<file path="src/rtl/rst_irq_controller_pkg.sv">
// Shared types and helpers for the RST vectored interrupt controller.
//   state_e     : INTA acknowledge FSM states
//   I8080_NOP   : byte returned on a spurious INTA (no source pending)
//   rst_opcode  : builds the i8080 RST n opcode byte
package rst_irq_controller_pkg;

    localparam int MAX_SOURCES = 8;

    localparam logic [7:0] I8080_NOP = 8'h00;

    typedef enum logic {
        ST_IDLE = 1'b0,
        ST_ACK  = 1'b1
    } state_e;

    // RST n is encoded as 11 nnn 111.
    function automatic logic [7:0] rst_opcode(input logic [2:0] n);
        return {2'b11, n, 3'b111};
    endfunction

endpackage

</file>
<file path="src/rtl/rst_irq_controller_if.sv">
// CPU-side bus bundle for the interrupt controller.
//   master : CPU/top-level side (drives status bits, strobes, address, data_in)
//   slave  : controller side (drives data_out and data_oe)
interface rst_irq_controller_if #(
    parameter int XLEN = 8
) ();
    logic            status_inta;
    logic            status_inp;
    logic            status_out;
    logic            dbin;
    logic            write_n;
    logic [XLEN-1:0] io_addr;
    logic [XLEN-1:0] data_in;
    logic [XLEN-1:0] data_out;
    logic            data_oe;

    modport master (
        output status_inta, status_inp, status_out, dbin, write_n, io_addr, data_in,
        input  data_out, data_oe
    );

    modport slave (
        input  status_inta, status_inp, status_out, dbin, write_n, io_addr, data_in,
        output data_out, data_oe
    );
endinterface

</file>
<file path="src/rtl/rst_irq_controller_edge_sync.sv">
// Synchroniser chain followed by a rising-edge detector.
//   clk, rst : clock and asynchronous active-high reset
//   d        : asynchronous input level(s)
//   rise     : one-clk pulse when the synchronised level goes 0 -> 1
// STAGES = 0 bypasses the chain for inputs already in the clk domain.
module rst_irq_controller_edge_sync #(
    parameter int WIDTH  = 1,
    parameter int STAGES = 2
) (
    input  logic             clk,
    input  logic             rst,
    input  logic [WIDTH-1:0] d,
    output logic [WIDTH-1:0] rise
);
    logic [WIDTH-1:0] sync_now;
    logic [WIDTH-1:0] sync_prev;

    if (STAGES == 0) begin : g_bypass
        assign sync_now = d;
    end else begin : g_chain
        logic [WIDTH-1:0] sync_p [STAGES];

        always_ff @(posedge clk or posedge rst) begin
            if (rst) begin
                for (int s = 0; s < STAGES; s++) sync_p[s] <= '0;
            end else begin
                sync_p[0] <= d;
                for (int s = 1; s < STAGES; s++) sync_p[s] <= sync_p[s-1];
            end
        end

        assign sync_now = sync_p[STAGES-1];
    end

    always_ff @(posedge clk or posedge rst) begin
        if (rst) sync_prev <= '0;
        else     sync_prev <= sync_now;
    end

    assign rise = sync_now & ~sync_prev;
endmodule

</file>
<file path="src/rtl/rst_irq_controller.sv">
// Vectored RST interrupt controller for the i8080 system bus.
//   clk, rst : system clock, asynchronous active-high reset
//   src      : interrupt request levels, a rising edge requests service
//   bus      : status bits, strobes, I/O port address and data (slave side)
//   iint     : registered interrupt request to the CPU
//   ack_src  : one-hot, one-clk pulse naming the source just acknowledged
// Mask is written by OUT MASK_PORT and read by IN MASK_PORT; pending bits
// are read by IN PEND_PORT. During INTA the controller supplies RST n.
module rst_irq_controller
    import rst_irq_controller_pkg::*;
#(
    parameter int                     XLEN        = 8,
    parameter int                     NUM_SOURCES = 2,
    parameter int                     VECTOR_BASE = 1,
    parameter int                     SYNC_STAGES = 2,
    parameter logic [XLEN-1:0]        MASK_PORT   = 8'h07,
    parameter logic [XLEN-1:0]        PEND_PORT   = 8'h08,
    parameter logic [NUM_SOURCES-1:0] MASK_RESET  = '1
) (
    input  logic                   clk,
    input  logic                   rst,
    input  logic [NUM_SOURCES-1:0] src,
    rst_irq_controller_if.slave    bus,
    output logic                   iint,
    output logic [NUM_SOURCES-1:0] ack_src
);
    if (NUM_SOURCES < 1 || NUM_SOURCES > MAX_SOURCES ||
        VECTOR_BASE + NUM_SOURCES > 8 || XLEN != 8) begin : g_bad_params
        $error("rst_irq_controller: unsupported XLEN/NUM_SOURCES/VECTOR_BASE combination");
    end

    logic [NUM_SOURCES-1:0] rise;
    logic [NUM_SOURCES-1:0] pending;
    logic [NUM_SOURCES-1:0] mask;
    logic [NUM_SOURCES-1:0] mask_next;
    logic [NUM_SOURCES-1:0] clr;
    logic                   mask_wr;
    logic [2:0]             winner;
    logic [2:0]             ack_idx;
    logic                   ack_valid;
    logic                   latch_ack;
    logic                   ack_done;
    logic [2:0]             vec_idx;
    logic                   vec_valid;
    state_e                 state;
    state_e                 state_next;

    // Only the low NUM_SOURCES data bits carry mask state.
    logic unused_data_in;
    assign unused_data_in = ^bus.data_in;

    for (genvar i = 0; i < NUM_SOURCES; i++) begin : g_src
        rst_irq_controller_edge_sync #(
            .WIDTH  (1),
            .STAGES (SYNC_STAGES)
        ) u_edge_sync (
            .clk  (clk),
            .rst  (rst),
            .d    (src[i]),
            .rise (rise[i])
        );
    end

    assign mask_wr   = ~bus.write_n & bus.status_out & (bus.io_addr == MASK_PORT);
    assign mask_next = mask_wr ? bus.data_in[NUM_SOURCES-1:0] : mask;

    // Lowest pending index wins; scanning downward leaves the lowest last.
    always_comb begin
        winner = '0;
        for (int i = NUM_SOURCES - 1; i >= 0; i--) begin
            if (pending[i]) winner = 3'(i);
        end
    end

    // Acknowledge FSM: next state and control strobes.
    always_comb begin
        state_next = state;
        latch_ack  = 1'b0;
        ack_done   = 1'b0;
        case (state)
            ST_IDLE: begin
                if (bus.dbin && bus.status_inta) begin
                    state_next = ST_ACK;
                    latch_ack  = 1'b1;
                end
            end
            ST_ACK: begin
                if (!bus.dbin) begin
                    state_next = ST_IDLE;
                    ack_done   = ack_valid;
                end
            end
            default: state_next = ST_IDLE;
        endcase
    end

    always_comb begin
        clr = '0;
        for (int i = 0; i < NUM_SOURCES; i++) begin
            clr[i] = ack_done && (ack_idx == 3'(i));
        end
    end

    always_ff @(posedge clk or posedge rst) begin
        if (rst) state <= ST_IDLE;
        else     state <= state_next;
    end

    // Pending/mask/ack registers; a new edge beats an ack clear on the same bit.
    always_ff @(posedge clk or posedge rst) begin
        if (rst) begin
            pending   <= '0;
            mask      <= MASK_RESET;
            iint      <= 1'b0;
            ack_src   <= '0;
            ack_idx   <= '0;
            ack_valid <= 1'b0;
        end else begin
            pending <= ((pending & ~clr) | (rise & mask)) & mask_next;
            mask    <= mask_next;
            iint    <= |(pending & mask);
            ack_src <= clr;
            if (latch_ack) begin
                ack_idx   <= winner;
                ack_valid <= |pending;
            end
        end
    end

    // The first INTA cycle has not latched yet, so it uses the live winner.
    always_comb begin
        vec_idx   = ack_idx;
        vec_valid = ack_valid;
        if (state == ST_IDLE) begin
            vec_idx   = winner;
            vec_valid = |pending;
        end
    end

    always_comb begin
        bus.data_oe  = 1'b0;
        bus.data_out = '0;
        if (bus.dbin && bus.status_inta) begin
            bus.data_oe  = 1'b1;
            bus.data_out = vec_valid ? rst_opcode(3'(VECTOR_BASE) + vec_idx) : I8080_NOP;
        end else if (bus.dbin && bus.status_inp && bus.io_addr == PEND_PORT) begin
            bus.data_oe  = 1'b1;
            bus.data_out = XLEN'(pending);
        end else if (bus.dbin && bus.status_inp && bus.io_addr == MASK_PORT) begin
            bus.data_oe  = 1'b1;
            bus.data_out = XLEN'(mask);
        end
    end
endmodule

</file>
<file path="src/flat_wrapper.sv">
// flat-port wrapper written by rule: the top's interface ports become plain ports
module rst_irq_controller_flat import rst_irq_controller_pkg::*;
#(
    parameter int                     XLEN        = 8,
    parameter int                     NUM_SOURCES = 2,
    parameter int                     VECTOR_BASE = 1,
    parameter int                     SYNC_STAGES = 2,
    parameter logic [XLEN-1:0]        MASK_PORT   = 8'h07,
    parameter logic [XLEN-1:0]        PEND_PORT   = 8'h08,
    parameter logic [NUM_SOURCES-1:0] MASK_RESET  = '1
)
  (clk, rst, src, iint, ack_src, bus_status_inta, bus_status_inp, bus_status_out, bus_dbin, bus_write_n, bus_io_addr, bus_data_in, bus_data_out, bus_data_oe);
  rst_irq_controller_if #(.XLEN(XLEN)) bus_i ();
  input  logic clk;
  input  logic rst;
  input  logic [NUM_SOURCES-1:0] src;
  output logic iint;
  output logic [NUM_SOURCES-1:0] ack_src;
  input wire logic [$bits(bus_i.status_inta)-1:0] bus_status_inta;
  input wire logic [$bits(bus_i.status_inp)-1:0] bus_status_inp;
  input wire logic [$bits(bus_i.status_out)-1:0] bus_status_out;
  input wire logic [$bits(bus_i.dbin)-1:0] bus_dbin;
  input wire logic [$bits(bus_i.write_n)-1:0] bus_write_n;
  input wire logic [$bits(bus_i.io_addr)-1:0] bus_io_addr;
  input wire logic [$bits(bus_i.data_in)-1:0] bus_data_in;
  output wire logic [$bits(bus_i.data_out)-1:0] bus_data_out;
  output wire logic [$bits(bus_i.data_oe)-1:0] bus_data_oe;
  assign bus_i.status_inta = bus_status_inta;
  assign bus_i.status_inp = bus_status_inp;
  assign bus_i.status_out = bus_status_out;
  assign bus_i.dbin = bus_dbin;
  assign bus_i.write_n = bus_write_n;
  assign bus_i.io_addr = bus_io_addr;
  assign bus_i.data_in = bus_data_in;
  assign bus_data_out = bus_i.data_out;
  assign bus_data_oe = bus_i.data_oe;
  rst_irq_controller #(.XLEN(XLEN), .NUM_SOURCES(NUM_SOURCES), .VECTOR_BASE(VECTOR_BASE), .SYNC_STAGES(SYNC_STAGES), .MASK_PORT(MASK_PORT), .PEND_PORT(PEND_PORT), .MASK_RESET(MASK_RESET)) u_core (.clk(clk), .rst(rst), .src(src), .bus(bus_i), .iint(iint), .ack_src(ack_src));
endmodule
</file>
<file path="config.mk">
export PLATFORM = sky130hd
export DESIGN_NAME = rst_irq_controller_flat
export DESIGN_NICKNAME = d
export VERILOG_FILES = /design/src/rtl/rst_irq_controller_pkg.sv /design/src/rtl/rst_irq_controller_if.sv /design/src/rtl/rst_irq_controller_edge_sync.sv /design/src/rtl/rst_irq_controller.sv /design/src/flat_wrapper.sv
export SDC_FILE = /design/constraint.sdc
export NUM_CORES = 1
export LEC_CHECK = 0
export BUFFER_PORTS_ARGS = -buffer_cell sky130_fd_sc_hd__buf_2
export CAP_MARGIN = 20
export CORE_AREA = 2 2 48 50
export DETAILED_ROUTE_END_ITERATION = 6
export DIE_AREA = 0 0 50 52
export HOLD_SLACK_MARGIN = 0.1
export PLACE_DENSITY = 0.71
export SYNTH_ARGS = -nofsm -noshare
export SYNTH_HDL_FRONTEND = slang
export SYNTH_SLANG_ARGS = --single-unit
</file>
<file path="constraint.sdc">
create_clock -name clk -period 1.2 [get_ports clk]
set_input_delay 0.24 -clock clk [delete_from_list [all_inputs] [get_ports clk]]
set_output_delay 0.24 -clock clk [all_outputs]
set_load 0.005 [all_outputs]
</file>
==> Word level (Yosys, flattened, before mapping) <==
Cells that the tools add are included.
{ "word_totals": {"wordCells": 58, "out_inout_bits": 12, "reg_bits": 18, "in_bits": 25} }
{ "op_classes": {"n_reduce_logical": 9, "muxes": 18, "n_bitwise": 14, "addsub": 1, "eq_ne": 3} }
{ "ops": {"columns": ["operator", "n"], "rows": [
  ["8-bit two-way mux", 3],
  ["1-bit two-way mux", 11],
  ["2-bit bitwise AND", 4],
  ["8-bit by 3-bit equality test with 1-bit output (second input constant)", 1],
  ["8-bit by 4-bit equality test with 1-bit output (second input constant)", 1],
  ["1-bit logical AND", 6],
  ["1-bit bitwise AND", 4],
  ["2-bit two-way mux", 2],
  ["1-bit inverter", 4],
  ["2-bit OR reduction", 2],
  ["1-bit by 3-bit adder with 3-bit output (first input constant)", 1],
  ["3-bit by 1-bit equality test with 1-bit output (second input constant)", 1],
  ["3-bit logical NOT", 1],
  ["3-bit two-way mux", 1],
  ["2-bit inverter", 1],
  ["2-bit OR", 1],
  ["1-bit one-hot mux with 2 select lines", 1]
]} }

==> Depth between registers and ports, before layout <==
{ "depth": {"depth_word": 7, "depth_mapped": 5, "mapped_depth_nobuf": 3} }

==> By module <==
From an unflattened synthesis, not the netlist that was laid out.
{ "hier_totals": {"cells_unflattened": 72, "area_unflattened_um2": 829.5} }
{ "modules_own_cells": {"columns": ["module", "seq_area_each_um2", "n_inst", "area_per_inst_um2", "cells_per_inst"], "rows": [
  ["rst_irq_controller", 252.7, 1, 644.4, 62],
  ["rst_irq_controller_edge_sync", 75.1, 2, 92.6, 5]
]} }

==> Least setup slack after synthesis <==
OpenSTA, ideal clock, no wires.
{ "synth_timing": {"path_kind": "flip-flop to output port", "from": "register u_core.state", "to": "output bus_data_out[6]", "n_path_buf": 2, "path_slack_ps": -139, "arrival_ps": 1099, "stages_incl_launch_ff": 5, "required_time_ps": 960, "path_cell_list": "dfrtp_1 clkbuf_1 a211o_1 inv_1 buf_4"} }
{ "synth_between": {"elab_chain_len": 3} }
{ "synth_rtl": {"columns": ["element", "line", "source"], "rows": [
  ["start: declaration", "rst_irq_controller.sv:45", "state_e state;"],
  ["start signal: assignment", "rst_irq_controller.sv:106", "else state <= state_next;"],
  ["1-bit two-way mux", "rst_irq_controller.sv:134", "if (state == ST_IDLE) begin"],
  ["8-bit two-way mux", "rst_irq_controller.sv:145", "bus.data_out = vec_valid ? rst_opcode(3'(VECTOR_BASE) + vec_idx) : I8080_NOP;"],
  ["8-bit two-way mux", "rst_irq_controller.sv:143", "if (bus.dbin && bus.status_inta) begin"],
  ["end: declaration", "flat_wrapper.sv:26", "output wire logic [$bits(bus_i.data_out)-1:0] bus_data_out;"]
]} }
No other way between the ends.

==> Worst setup path after layout <==
{ "layout_timing": {"from": "register u_core.state", "to": "output bus_data_out[1]"} }
The elaborated chain is that of the path after synthesis.

==> results.py <==
metrics = {
    "sta": {
        "grt_setup_unrepaired": "true",
        "finClkSkew_ns": 0.000319,
        "fin_crit_sh_pct": 127,
        "tns_ns": -2.40,
        "slew_violations": 0,
        "fin_ws_ns": -0.320,
        "finalSetupViolations": 10,
        "post-route-min-period_ns": 1.52,
        "fmax_mhz": 658,
        "hold_viol": 0,
    },
    "min_path": {
        "min_from": "bus_data_in[0]",
        "min_to": "u_core.mask[0]",
        "whs_path_depth": 2,
        "hold_path.class": "in2reg",
    },
    "place": {
        "place_congestion": 0.785,
        "dp_hpwl_um": 1360,
        "dpl.cell_count": 137,
        "numPortBuffers": 29,
        "post_dp_cell_area_um2": 1070,
    },
    "global_route": {
        "antenna_found_initial": 0,
        "grt_pass1_vias": 742,
        "grt_max_degree": 17,
        "track_usage_pct": 16.4,
        "grt_overflow": 0,
        "grt_pass1_wl_um": 3170,
    },
    "critical_path": {
        "worstSetupPathType": "reg2out",
        "crit_required_ns": 0.96,
        "r2r_end": "u_core.pending[0]",
        "rr_worst_depth": 4,
        "rr_startpoint": "u_core.state",
        "cp_top_family": "flip-flops",
        "worst_path_max_delay_cell": "dfrtp_2",
        "cp-start-kind": "flip-flop",
        "slowest_delay_ns": 0.44,
        "cp_max_fo": 4,
        "crit_buf_inv": 1,
        "r2r_setup_slack_ns": -0.12,
        "cp-end-kind": "output pin",
        "cp_cell_sequence": "a211o_1, o21ai_1, buf_2",
        "crit_arrival_ns": 1.28,
    },
    "clock_tree": {
        "clk_latency_ns": 0.28,
        "cts_tree": "done",
        "cts_buffers": 3,
        "htree_levels": 1,
        "numClockSinks": 16,
        "cts.reportedPaths.clkPinSlew_ns": 0.09,
        "clk_path_buf_depth": 2,
        "root_buffer": "clkbuf_4",
    },
    "route": {
        "post-route-drc-count": 0,
        "wl_per_cell_um": 12.4,
        "drt-total-wl_um": 1840,
        "drt_first_iter_violations": 5,
        "vias_per_cell": 4.90,
        "firstDrtPassIters": 3,
        "antenna_left": 0,
        "num_vias": 725,
    },
    "pwr": {
        "combPwrFrac_pct": 14.6,
        "power_frac_seq_pct": 52.7,
        "p_sw_uw": 244,
        "p_per_area_nw_per_um2": 858,
        "sw_frac_of_total_pct": 22.7,
        "p_int_uw": 829,
        "pwr-share-clk_pct": 32.7,
        "leakage_uw": 0.000671,
        "p_total_uw": 1070,
        "vdd_ir_drop_max_v": 0.000622,
    },
    "final_layout": {
        "num-fill-cells": 191,
        "final_util_pct": 59.4,
        "design_area_um2": 1250,
        "final_cells": 148,
        "area_growth_pct": 55.3,
        "nets": 146,
        "antenna_cells": 0,
        "drive_above_1_share_pct": 59.2,
    },
    "synthesis": {
        "synth-edff-count": 0,
        "syn_avg_cell_area_um2": 11.5,
        "yosysSeqAreaShare_pct": 50.0,
        "synthTopCellsByArea": "dfrtp_1 (43%), dfstp_2 (6.5%), inv_1 (3.7%)",
        "synth.distinct_cells": 35,
        "synth.top_cell.area_share_pct": 43.5,
        "ys_top_cells_by_count": "dfrtp_1 (14), inv_1 (8), o21ai_0 (4), buf_4 (3)",
        "yosysWarnings": 0,
        "yosys.area.top_type": "dfrtp_1",
        "ys_ff_latch": 16,
        "synthCells": 70,
        "synthesis.area_um2": 806,
        "synthFlopType": "dfrtp_1",
        "yosysMostFrequentCell": "dfrtp_1",
        "synth_nets": 95,
        "synthArstFlopShare_pct": 100,
    },
    "floorplanning": {
        "die_x_um": 50,
        "die_h_um": 52,
        "core_um2": 2110,
        "start_util_pct": 38.3,
        "ios": 37,
        "dieArea_um2": 2600,
        "std_cell_rows": 17,
    },
    "flow_run": {
        "drv_cap": 0,
    },
    "status": {
        "status": "finished, violations left",
        "violations": "negative setup slack",
    },
}
-- metal layers --
| metal | global-route usage (%) | routed length (um) | vias up |
|---|---|---|---|
| met5 | 0 | 0 | - |
| met4 | 6.02 | 0 | 0 |
| met3 | 4.02 | 109 | 0 |
| met2 | 29.2 | 932 | 23 |
| met1 | 19.2 | 800 | 343 |
| li1 | - | - | 359 |
-- flip-flops by register name, summed over array words and instances (netlist names), 2 cells and up --
signal                                   count
u_core.g_src.u_edge_sync.sync_prev           2
u_core.ack_src                               2
u_core.g_src.u_edge_sync.sync_now            2
u_core.pending                               2
u_core.mask                                  2
u_core.g_src.u_edge_sync.g_chain.sync_p      2
-- cell type report --
| class | instances | area [um2] | share of cell area, % |
|---|---|---|---|
| Tap cell | 28 | 35.0 | 2.80 |
| Timing Repair Buffer | 52 | 368 | 29.4 |
| Multi-Input combinational cell | 40 | 378 | 30.2 |
| Clock buffer | 4 | 36.3 | 2.90 |
| Sequential cell | 16 | 404 | 32.3 |
| Inverter | 8 | 30.0 | 2.40 |
-- cell families (layout without fill, tap and decap cells) --
logic type             after synthesis  count (layout)  synth area share (%)
and+or+nand+nor                     18              18                  20.0
other                                1               1                 0.465
buffers and inverters               14              64                  8.07
DFF                                 16              16                  50.0
muxes                                2               2                  3.73
AOI/OAI and AO/OA                   19              19                  17.7
-- how the worst max path moves through the flow --
stage / startpoint / to / depth (start not counted)
CTS: u_core.state / bus_data_out[4] / 4
detailed placement: bus_io_addr[5] / u_core.pending[0] / 5
global placement: bus_io_addr[5] / u_core.pending[0] / 5
floorplan: u_core.state / bus_data_out[6] / 4
global route: u_core.state / bus_data_out[1] / 3
finish: u_core.state / bus_data_out[1] / 3
-- cell usage in the layout (no fill, tap or decap), drive strengths merged, types with 2 or more instances in the layout --
cell	n
buf	49
nand2	2
dfstp	2
dfrtp	14
nand4b	2
and4bb	2
clkbuf	4
inv	8
mux2	2
nor2	2
a22o	2
a21oi	2
nand3b	2
o21ai	4
a22oi	2
dlygate4sd3	3
-- through the flow --
step                hold WS [ns]  setup WS [ns]
global placement           0.244         -0.213
CTS                        0.169         -0.354
detailed placement         0.269         -0.248
finish                     0.199         -0.320
global route               0.191         -0.417
floorplan                  0.152        -0.0437
-- what timing repair did --
| action | in CTS | in global routing |
|---|---|---|
| endpoints found under the setup margin | 11 | 13 |
| endpoints found under the hold margin | 16 | 0 |
| setup buffers | 4 | 1 |
| resized for setup | 10 | 9 |
| hold buffers | 3 | 0 |
| pin swaps | 6 | 9 |
| gates cloned | 0 | 0 |
-- worst reg2reg max path, stage by stage, from the launching register on --
cell and delay, ns:
dfrtp_2 0.41, buf_6 0.11, and4bb_2 0.24, and4bb_2 0.24, o221a_2 0.22
-- power groups by stage --
| stage | logic (uW) | clock network [uW] | registers [uW] |
|---|---|---|---|
| after floorplan | 57.1 | 0 | 573 |
| after global placement | 118 | 0 | 575 |
| after detailed placement | 123 | 0 | 576 |
| after CTS | 147 | 370 | 565 |
| after global routing | 171 | 393 | 569 |
| final | 157 | 351 | 566 |
Note: power is estimated with default switching activity, not from simulation.
